==> src/rtl/sccb_pkg.sv <==
// Shared SCCB target definitions: FSM state encoding, default device
// address and the bus levels that mean ACK / NACK in the ninth bit.
package sccb_pkg;

    typedef enum logic [3:0] {
        S_IDLE,
        S_DEV,
        S_ACK_DEV,
        S_AH,
        S_ACK_AH,
        S_AL,
        S_ACK_AL,
        S_WD,
        S_ACK_WD,
        S_RD,
        S_MACK,
        S_WAIT
    } state_t;

    localparam logic [6:0] OV5647_ADDR = 7'h36;
    localparam logic       SDA_ACK     = 1'b0;
    localparam logic       SDA_NACK    = 1'b1;

endpackage

==> src/rtl/sccb_bus_sync.sv <==
// SCL/SDA synchronizers and bus event detector; events are registered so
// they appear 3 clk after the pin edge, with sda aligned to them.
module sccb_bus_sync (
    input  logic clk,
    input  logic rst,
    input  logic scl_i,
    input  logic sda_i,
    output logic sda,
    output logic scl_rise,
    output logic scl_fall,
    output logic start,
    output logic stop
);

    logic [1:0] scl_s;
    logic [1:0] sda_s;
    logic       scl_h;
    logic       sda_h;

    // Resets to the idle-bus level so leaving reset never fakes a START.
    always_ff @(posedge clk or posedge rst) begin
        if (rst) begin
            scl_s    <= 2'b11;
            sda_s    <= 2'b11;
            scl_h    <= 1'b1;
            sda_h    <= 1'b1;
            sda      <= 1'b1;
            scl_rise <= 1'b0;
            scl_fall <= 1'b0;
            start    <= 1'b0;
            stop     <= 1'b0;
        end else begin
            scl_s    <= {scl_s[0], scl_i};
            sda_s    <= {sda_s[0], sda_i};
            scl_h    <= scl_s[1];
            sda_h    <= sda_s[1];
            sda      <= sda_s[1];
            scl_rise <= scl_s[1] & ~scl_h;
            scl_fall <= ~scl_s[1] & scl_h;
            start    <= scl_s[1] & scl_h & sda_h & ~sda_s[1];
            stop     <= scl_s[1] & scl_h & ~sda_h & sda_s[1];
        end
    end

endmodule

==> src/rtl/sccb_target.sv <==
// SCCB/I2C target with 16-bit register addressing and an internal byte
// register file; ACKs and read data are driven through sda_pull.
module sccb_target
    import sccb_pkg::*;
#(
    parameter logic [6:0] DEV_ADDR = OV5647_ADDR,
    parameter int         REG_AW   = 6,
    parameter logic [7:0] RST_VAL  = 8'h00
) (
    input  logic        clk,
    input  logic        rst,
    input  logic        scl_i,
    input  logic        sda_i,
    output logic        sda_pull,
    output logic        wr_stb,
    output logic [15:0] wr_addr,
    output logic [7:0]  wr_data,
    output logic        busy
);

    localparam int DEPTH = 1 << REG_AW;

    logic sda, scl_rise, scl_fall, start, stop;

    sccb_bus_sync u_sync (
        .clk      (clk),
        .rst      (rst),
        .scl_i    (scl_i),
        .sda_i    (sda_i),
        .sda      (sda),
        .scl_rise (scl_rise),
        .scl_fall (scl_fall),
        .start    (start),
        .stop     (stop)
    );

    state_t      state, state_n;
    logic [3:0]  cnt, cnt_n;
    logic [7:0]  sh, sh_n;
    logic [15:0] ptr, ptr_n;
    logic        rw, rw_n;
    logic        ack_on, ack_on_n;
    logic        pull_n, wr_stb_n;
    logic [15:0] wr_addr_n;
    logic [7:0]  wr_data_n;
    logic        mem_we;
    logic [7:0]  mem [DEPTH];
    logic [7:0]  byte_in;
    logic        ptr_ok;
    logic [7:0]  rd_cur;

    assign byte_in = {sh[6:0], sda};
    assign ptr_ok  = (ptr >> REG_AW) == 16'd0;
    assign rd_cur  = ptr_ok ? mem[ptr[REG_AW-1:0]] : 8'h00;
    assign busy    = (state != S_IDLE);

    always_ff @(posedge clk or posedge rst) begin
        if (rst) begin
            state    <= S_IDLE;
            cnt      <= 4'd0;
            sh       <= 8'h00;
            ptr      <= 16'h0000;
            rw       <= 1'b0;
            ack_on   <= 1'b0;
            sda_pull <= 1'b0;
            wr_stb   <= 1'b0;
            wr_addr  <= 16'h0000;
            wr_data  <= 8'h00;
        end else begin
            state    <= state_n;
            cnt      <= cnt_n;
            sh       <= sh_n;
            ptr      <= ptr_n;
            rw       <= rw_n;
            ack_on   <= ack_on_n;
            sda_pull <= pull_n;
            wr_stb   <= wr_stb_n;
            wr_addr  <= wr_addr_n;
            wr_data  <= wr_data_n;
        end
    end

    always_ff @(posedge clk or posedge rst) begin
        if (rst) begin
            for (int i = 0; i < DEPTH; i++) mem[i] <= RST_VAL;
        end else if (mem_we) begin
            mem[ptr[REG_AW-1:0]] <= byte_in;
        end
    end

    always_comb begin
        state_n   = state;
        cnt_n     = cnt;
        sh_n      = sh;
        ptr_n     = ptr;
        rw_n      = rw;
        ack_on_n  = ack_on;
        pull_n    = sda_pull;
        wr_stb_n  = 1'b0;
        wr_addr_n = wr_addr;
        wr_data_n = wr_data;
        mem_we    = 1'b0;
        if (stop) begin
            state_n = S_IDLE;
            pull_n  = 1'b0;
        end else if (start) begin
            state_n = S_DEV;
            cnt_n   = 4'd0;
        end else begin
            case (state)
                S_DEV, S_AH, S_AL, S_WD: begin
                    if (scl_rise) begin
                        sh_n  = byte_in;
                        cnt_n = cnt + 4'd1;
                        if (cnt == 4'd7) begin
                            cnt_n    = 4'd0;
                            ack_on_n = 1'b0;
                            if (state == S_DEV) begin
                                if (byte_in[7:1] == DEV_ADDR) begin
                                    rw_n    = byte_in[0];
                                    state_n = S_ACK_DEV;
                                end else begin
                                    state_n = S_WAIT;
                                end
                            end else if (state == S_AH) begin
                                ptr_n[15:8] = byte_in;
                                state_n     = S_ACK_AH;
                            end else if (state == S_AL) begin
                                ptr_n[7:0] = byte_in;
                                state_n    = S_ACK_AL;
                            end else begin
                                // Out-of-range writes are ACKed and reported but not stored.
                                wr_stb_n  = 1'b1;
                                wr_addr_n = ptr;
                                wr_data_n = byte_in;
                                mem_we    = ptr_ok;
                                ptr_n     = ptr + 16'd1;
                                state_n   = S_ACK_WD;
                            end
                        end
                    end
                end
                S_ACK_DEV, S_ACK_AH, S_ACK_AL, S_ACK_WD: begin
                    // First fall after the 8th bit pulls SDA; the next one ends the ACK slot.
                    if (scl_fall) begin
                        if (!ack_on) begin
                            pull_n   = 1'b1;
                            ack_on_n = 1'b1;
                        end else begin
                            pull_n = 1'b0;
                            if (state == S_ACK_DEV) begin
                                if (rw) begin
                                    pull_n  = ~rd_cur[7];
                                    sh_n    = {rd_cur[6:0], 1'b0};
                                    cnt_n   = 4'd1;
                                    state_n = S_RD;
                                end else begin
                                    state_n = S_AH;
                                end
                            end else if (state == S_ACK_AH) begin
                                state_n = S_AL;
                            end else begin
                                state_n = S_WD;
                            end
                        end
                    end
                end
                S_RD: begin
                    if (scl_fall) begin
                        if (cnt == 4'd8) begin
                            // ptr advances once the byte is out, so a NACKed read leaves it on the next byte.
                            pull_n  = 1'b0;
                            ptr_n   = ptr + 16'd1;
                            state_n = S_MACK;
                        end else begin
                            pull_n = ~sh[7];
                            sh_n   = {sh[6:0], 1'b0};
                            cnt_n  = cnt + 4'd1;
                        end
                    end
                end
                S_MACK: begin
                    if (scl_rise) begin
                        if (sda == SDA_ACK) begin
                            sh_n    = rd_cur;
                            cnt_n   = 4'd0;
                            state_n = S_RD;
                        end else begin
                            state_n = S_WAIT;
                        end
                    end
                end
                default: ;
            endcase
        end
    end

endmodule

==> config.mk <==
export PLATFORM = sky130hd
export DESIGN_NAME = sccb_target
export DESIGN_NICKNAME = d
export VERILOG_FILES = /design/src/rtl/sccb_pkg.sv /design/src/rtl/sccb_bus_sync.sv /design/src/rtl/sccb_target.sv
export SDC_FILE = /design/constraint.sdc
export NUM_CORES = 1
export LEC_CHECK = 0
export ABC_AREA = 1
export CORE_AREA = 4 4 348 316
export DETAILED_ROUTE_END_ITERATION = 8
export DIE_AREA = 0 0 352 320
export GPL_TIMING_DRIVEN = 0
export HOLD_SLACK_MARGIN = 0.05
export SYNTH_ARGS = -nofsm -noshare
export SYNTH_HDL_FRONTEND = slang
export SYNTH_SLANG_ARGS = --single-unit
==> constraint.sdc <==
create_clock -name clk -period 44.6 [get_ports clk]
set_clock_uncertainty 0.15 [all_clocks]
set_input_delay 11.15 -clock clk [delete_from_list [all_inputs] [get_ports clk]]
set_output_delay 11.15 -clock clk [all_outputs]
set_load 0.02 [all_outputs]
# Word level (Yosys, flattened, before mapping)
# Cells that the tools add are included.
# word_totals
regBits	582
inputBits	4
word_cells	258
# classes
addsub	2
magnitude_cmp	2
n_eq_ne	46
mux	86
n_bitwise	19
n_reduce_logical	20
# ops
cell	count
$bwmux 512	1
$mux 8	17
$mux 4	26
$mux 16	5
$bmux 8 s6	1
$demux 8 s6	1
$pmux 16 s2	1
$pmux 4 s4	2
$pmux 8 s4	1
$mux 1	27
$eq 4x3->1 const B	5
$ne 2x2->1 const B	10
$ne 3x1->1 const B	6
$reduce_and 9->1	2
$add 16x1->16 const B	1
$eq 4x4->1 const B	4
$logic_not 16->1	1
$ne 4x1->1 const B	4
$reduce_and 8->1	2
$ne 3x2->1 const B	4
$ne 4x2->1 const B	3
$reduce_and 12->1	1
$not 1->1	11
$reduce_and 11->1	1
22 further kinds	38

# Depth between registers and ports, before layout
# Gate-level depths: netlist of run 1.
# depth
word_depth	13
depth_mapped	18
ltp_nobuf	16

# Modules after synthesis
# A second synthesis of run 1 with hierarchy kept.
# hier_totals
hier_cells	3239
area_unflattened_um2	26502.9
# by_module_without_submodules
mod	n_inst	cells_each	area_each_um2
sccb_target	1	3217	26200.1
sccb_bus_sync	1	22	302.8

# Least setup slack after synthesis of run 1
# OpenSTA, ideal clock, no wires.
# synth_timing
path_kind	reg-to-output
startpoint	register state[0]
endpoint	output port busy
t_arrival_ns	0.703
required_time_ns	33.300
slack_ns	32.597
path_stages_with_launch	3
cell_sequence	dfrtp_1 > nor2_1 > nand2_1
# synth_between
elab_chain_len	1
# synth_lines
item	line_no	text
from (decl)	sccb_target.sv:37	state_t state, state_n;
from (signal assigned)	sccb_target.sv:70	state <= state_n;
$reduce_bool 4->1	sccb_target.sv:55	assign busy = (state != S_IDLE);
to (decl)	sccb_target.sv:18	output logic busy
# Every way passes these cells.

# Worst setup path after layout of run 1
# Ends and elaborated chain as after synthesis.

==> results of run 1 <==
==> power breakdown <==
part           total [mW]  leakage, nW  internal [mW]  switching [mW]
clock network       0.583         1.10          0.353           0.230
registers           0.555         8.07          0.541          0.0138
logic               0.657         4.31          0.121           0.536
==> stage by stage <==
step                      util, %  hold slack (ns)  area, µm²  total power, mW
final                       28.94           0.2089      30840            1.795
after global routing        28.93           0.2159      30830            1.833
after CTS                   28.93           0.2115      30830            1.763
after detailed placement    26.79           0.2017      28540            1.185
after global placement      26.65           0.1956      28400            1.185
after floorplan                 -           0.1952      26360           0.8697
==> kinds of logic (layout without fill, tap and decap cells) <==
kind of cell / after synthesis / after routing / synth area share [%]
compound gates: 980 / 980 / 19.30
other cells: 0 / 4 / 0
xor+xnor: 9 / 9 / 0.2991
flops: 582 / 582 / 55.29
simple gates: 1329 / 1329 / 20.41
buf+inv: 304 / 455 / 4.562
fa+ha+maj: 3 / 3 / 0.1424
==> metal layers <==
layer | wire length, µm | vias up | track usage, %
met1 | 44530 | 12077 | 25.12
met2 | 44010 | 1370 | 26.38
met5 | 0 | - | 0
met4 | 5742 | 0 | 8.451
li1 | - | 10868 | -
met3 | 12360 | 297 | 5.480
==> final timing paths <==
kind,to,slack [ns],cells past startpoint
worst max-delay path,busy,31.41,3
worst min-delay path,u_sync.sda_s[1],0.21,0
worst max register to register,sh[7],39.74,14
worst min register to register,u_sync.sda_s[1],0.21,0
max in group asynchronous,mem[428],31.42,5
min in group asynchronous,mem[195],10.93,2
==> sequential cells by signal, summed over array words and instances (netlist names), 2 cells and up <==
| register | flops |
|---|---|
| sh | 8 |
| ptr | 16 |
| wr_addr | 16 |
| state | 4 |
| wr_data | 8 |
| cnt | 4 |
| u_sync.sda_s | 2 |
| u_sync.scl_s | 2 |
| mem | 512 |
==> final cells by class <==
class | count | area, µm² | share of cell area, %
clock buffer | 101 | 2019 | 6.549
sequential | 582 | 14570 | 47.26
inverter | 76 | 292.8 | 0.9495
multi-input combinational | 2321 | 10580 | 34.32
clock inverter | 15 | 264.0 | 0.8562
antenna | 4 | 10.01 | 0.03246
buffer | 228 | 917.1 | 2.974
timing repair buffer | 35 | 437.9 | 1.420
tap | 1392 | 1742 | 5.648
==> placed cells by master, fill, tap and decap left out, types with 7 or more instances in the layout <==
master,Yosys,layout
o21ai_1,7,7
clkbuf_8,0,13
nand2_1,902,902
clkbuf_1,169,186
a21oi_1,20,20
o211ai_1,51,51
xor2_1,9,9
o21ai_0,868,868
dfrtp_1,576,576
buf_1,10,10
inv_1,73,72
o22ai_1,26,26
nor3_1,15,15
buf_2,49,49
clkdlybuf4s50_1,0,30
clkbuf_16,0,71
or2_2,48,48
bufinv_16,0,7
nand3_1,47,47
nor2_1,286,286
nand4_1,12,12
==> summary.txt, run 1 <==
Setup path
  – Worst Path Buf+Inv: 1
  – Worst EP required: 33.30 ns
  – Crit path cell chain: nor2_1 -> nand2_1 -> clkdlybuf4s50_1
  – Slowest cell on crit path: clkdlybuf4s50_1
  – Crit path max fanout: 5
  – CP Launch Type: flop
  – Slowest Stage Delay on Critical Path: 0.55 ns
  – Critical R2R Launch: ptr[0]
  – WP data arrival: 1.89 ns
  – CP Class: reg2out
  – Worst setup EP type: output pin
  – Setup crit start: state[0]
  – CP delay by family, top: buffers and inverters

Layout
  – Share of cells above drive strength 1: 6.552%
  – Layout Nets: 3318
  – Filler cells: 11394
  – Area grow syn2layout: 17.00%
  – Final cell count without fillers: 4754

Place
  – Worst slack, placed: 30.62 ns
  – Port bufs: 30
  – Detail Placement HPWL: 72.13 mm
  – RePlAce Congestion: 0.9879
  – # placed instances: 4634

Floorplan
  – Initial core utilization: 24.74%
  – Die W: 352 µm
  – Vert. Die Dim: 320 µm
  – I/O pins: 31
  – Die area: 112600 µm²
  – Core area: 106600 µm²
  – # rows: 114

Clocking
  – Skew-Pair Late Insertion Delay: 0.62 ns
  – # H-tree levels: 3
  – Clk root buf: clkbuf_16
  – CTS Sinks: 582
  – CTS buffer count: 67
  – Setup Buffers After CTS: 0
  – CTS Buffer Depth: 3
  – CTS tree: done
  – Worst-path clk slew: 0.06 ns
  – # hold bufs at CTS: 0
  – CTS resizes: 0

Hold path
  – Worst Hold Class: reg2reg
  – Hold_sp: u_sync.sda_s[0]

Synthesis
  – Mapped Area: 26360 µm²
  – EDFF count, synth: 0
  – Top cells by count, synth: nand2_1 (902), o21ai_0 (868), dfrtp_1 (576)
  – Synth area leader: dfrtp_1
  – Share of the synthesized area in the top cell type: 54.69%
  – Most frequent cell after synthesis: nand2_1
  – Synthesized instance count: 3207
  – Asr flop ratio synth: 100.0%
  – Synth area leaders: dfrtp_1 (55%), o21ai_0 (16%), nand2_1 (13%)
  – Post-synthesis net count: 3214
  – Dominant synthesized flop cell: dfrtp_1
  – Synth warnings: 0
  – Syn_area_per_cell: 8.218 µm²
  – Netlist cell types: 35
  – Post-synthesis sequential area ratio: 55.29%
  – Flops & latches, synth: 582

Global routing
  – Global-route total usage across every layer: 18.29%
  – Vias in the first global route: 22717
  – GR Overflow Total: 0
  – Largest net degree at the start of global routing: 123
  – First-pass GRT wire length: 155.1 mm
  – Initial antenna violation count: 5

STA
  – Tightest Pin Transition: 1.522 ns
  – Slew margin rel.: -2.258%
  – Final Hold Vio Count: 0
  – RSZ-0062 raised after global routing: no
  – Period utilization: 29.58%
  – Max Slew Vio Count: 17
  – Final setup vio count: 0
  – Min Tclk post-route: 13.19 ns
  – Setup TNS: 0 ns
  – Worst Slack Setup Final: 31.41 ns
  – F_max: 75.80 MHz

Pwr
  – VDD IR max: 43.44 µV
  – Pwr/cell area: 58.20 nW/µm²
  – Static Leak: 13.48 nW

Detailed routing
  – Initial DRC count: 3374
  – Initial DRT Pass Iterations: 8
  – Wire length per cell: 22.43 µm
  – DRT Wirelength: 106.6 mm
  – Drt drc: 0
  – DRT antenna net count: 0
  – Routed vias: 24612
  – Avg Vias per Cell: 5.177

Flow run
  – Max Cap Viol: 3

Status
  – Failing checks: capacitance limit, slew limit
  – Status: complete, but fails checks
Note: power is estimated with default switching activity, not from simulation.
==> run 2: changes to the inputs <==
- clock period: 44.6 -> 11.9 ns (I/O delays scaled with it)
==> summary.txt, run 2 (same netlist as run 1, synthesis figures left out) <==
STA
  – Tightest Pin Transition: 1.455 ns
  – F_max: 197.2 MHz
  – Worst Slack Setup Final: 6.828 ns
  – Final Hold Vio Count: 0
  – Slew margin rel.: 2.259%
  – Final setup vio count: 0
  – Max Slew Vio Count: 0
  – Min Tclk post-route: 5.072 ns
  – Setup TNS: 0 ns
  – WHS: 0.2066 ns
  – RSZ-0062 raised after global routing: no
  – Period utilization: 42.62%

Layout
  – Share of cells above drive strength 1: 7.013%
  – Filler cells: 11389
  – Final core occ: 28.97%
  – Final cell count without fillers: 4757
  – Biggest register: mem
  – Biggest regs: mem x512, ptr x16, wr_addr x16
  – Area grow syn2layout: 17.14%
  – Commonest non-fill, non-tap cell in the layout: nand2_1
  – Most frequent cells in the layout: nand2_1 (902), o21ai_0 (868), dfrtp_1 (576)
  – Max reg flops: 512
  – Diode count: 0
  – Layout Nets: 3324
  – Design area: 30870 µm²

Place
  – Worst slack, placed: 6.630 ns
  – RePlAce Congestion: 1.001
  – Port bufs: 30
  – Detail Placement HPWL: 73.14 mm
  – Area after DPL: 28720 µm²
  – # placed instances: 4645

Clocking
  – CTS Sinks: 582
  – Setup Buffers After CTS: 0
  – CTS resizes: 0
  – Clk root buf: clkbuf_16
  – Skew-Pair Late Insertion Delay: 0.65 ns
  – CTS Buffer Depth: 3
  – CTS buffer count: 61
  – Worst-path clk slew: 0.06 ns
  – CTS tree: done
  – # H-tree levels: 2
  – # hold bufs at CTS: 0

Detailed routing
  – Wire length per cell: 22.41 µm
  – DRT Wirelength: 106.6 mm
  – Initial DRC count: 3468
  – Initial DRT Pass Iterations: 8
  – Routed vias: 24697
  – DRT antenna net count: 0
  – Drt drc: 0
  – Avg Vias per Cell: 5.192

Floorplan
  – I/O pins: 31
  – Die area: 112600 µm²
  – Initial core utilization: 24.74%
  – Vert. Die Dim: 320 µm
  – Core area: 106600 µm²
  – # rows: 114
  – Die W: 352 µm

Flow run
  – Max Cap Viol: 1

Global routing
  – First-pass GRT wire length: 157.1 mm
  – GR Overflow Total: 0
  – Vias in the first global route: 23075
  – Initial antenna violation count: 4
  – Largest net degree at the start of global routing: 43
  – Global-route total usage across every layer: 18.38%

Pwr
  – Static Leak: 13.54 nW
  – VDD IR max: 176.5 µV
  – Tot Pwr: 6.609 mW
  – Pwr/cell area: 214.1 nW/µm²

Status
  – Failing checks: capacitance limit
  – Status: complete, but fails checks

Setup path
  – Crit path max fanout: 5
  – Worst setup EP type: output pin
  – CP Launch Type: flop
  – Worst EP required: 8.78 ns
  – CP Class: reg2out
  – WP data arrival: 1.95 ns

Hold path
  – Worst Hold Class: reg2reg
## run 2: changes by cell type in the layout (fill, tap and decap cells not counted), sizes merged
cell / change
bufinv: -1
buf: +11
clkinv: +9
clkinvlp: -3
clkbuf: -9
diode: -4
## run 2: worst paths after layout
check                           depth (start not counted)  slack [ns]               to             from
worst max-delay path                                    3        6.83             busy         state[0]
worst min-delay path                                    0        0.21  u_sync.sda_s[1]  u_sync.sda_s[0]
worst max register to register                         14        7.05            sh[7]           ptr[0]
worst min register to register                          0        0.21  u_sync.sda_s[1]  u_sync.sda_s[0]
max in group asynchronous                               6        7.35  u_sync.sda_s[0]              rst
min in group asynchronous                               2        2.67         mem[313]              rst
## run 2: critical path, cell delays in order (launching register included)
cell	delay [ns]
dfrtp_1	0.43
nor2_1	0.23
nand2_1	0.09
clkdlybuf4s50_1	0.55
## run 2: layout make-up
| cell class | instances | area (µm²) | share of cell area (%) |
|---|---|---|---|
| multi-input combinational | 2321 | 10580 | 34.27 |
| sequential | 582 | 14570 | 47.20 |
| clock buffer | 91 | 1882 | 6.095 |
| timing repair buffer | 47 | 628.1 | 2.035 |
| tap | 1392 | 1742 | 5.642 |
| buffer | 228 | 917.1 | 2.971 |
| inverter | 76 | 289.0 | 0.9362 |
| clock inverter | 20 | 261.5 | 0.8470 |
## run 2: metal layers
metal / share of wire [%] / GRT usage (%) / vias up
met5: 0 / 0.2500 / -
met4: 5.6 / 9.196 / 0
met3: 12 / 4.573 / 320
met2: 41 / 26.56 / 1425
met1: 41 / 25.49 / 12086
li1: - / - / 10866
## run 2: report_power, final
part / switching, mW / internal [mW] / total (mW)
combinational: 2.01 / 0.460 / 2.47
sequential: 0.0520 / 2.03 / 2.08
clock: 0.840 / 1.22 / 2.05
total: 2.91 / 3.70 / 6.61
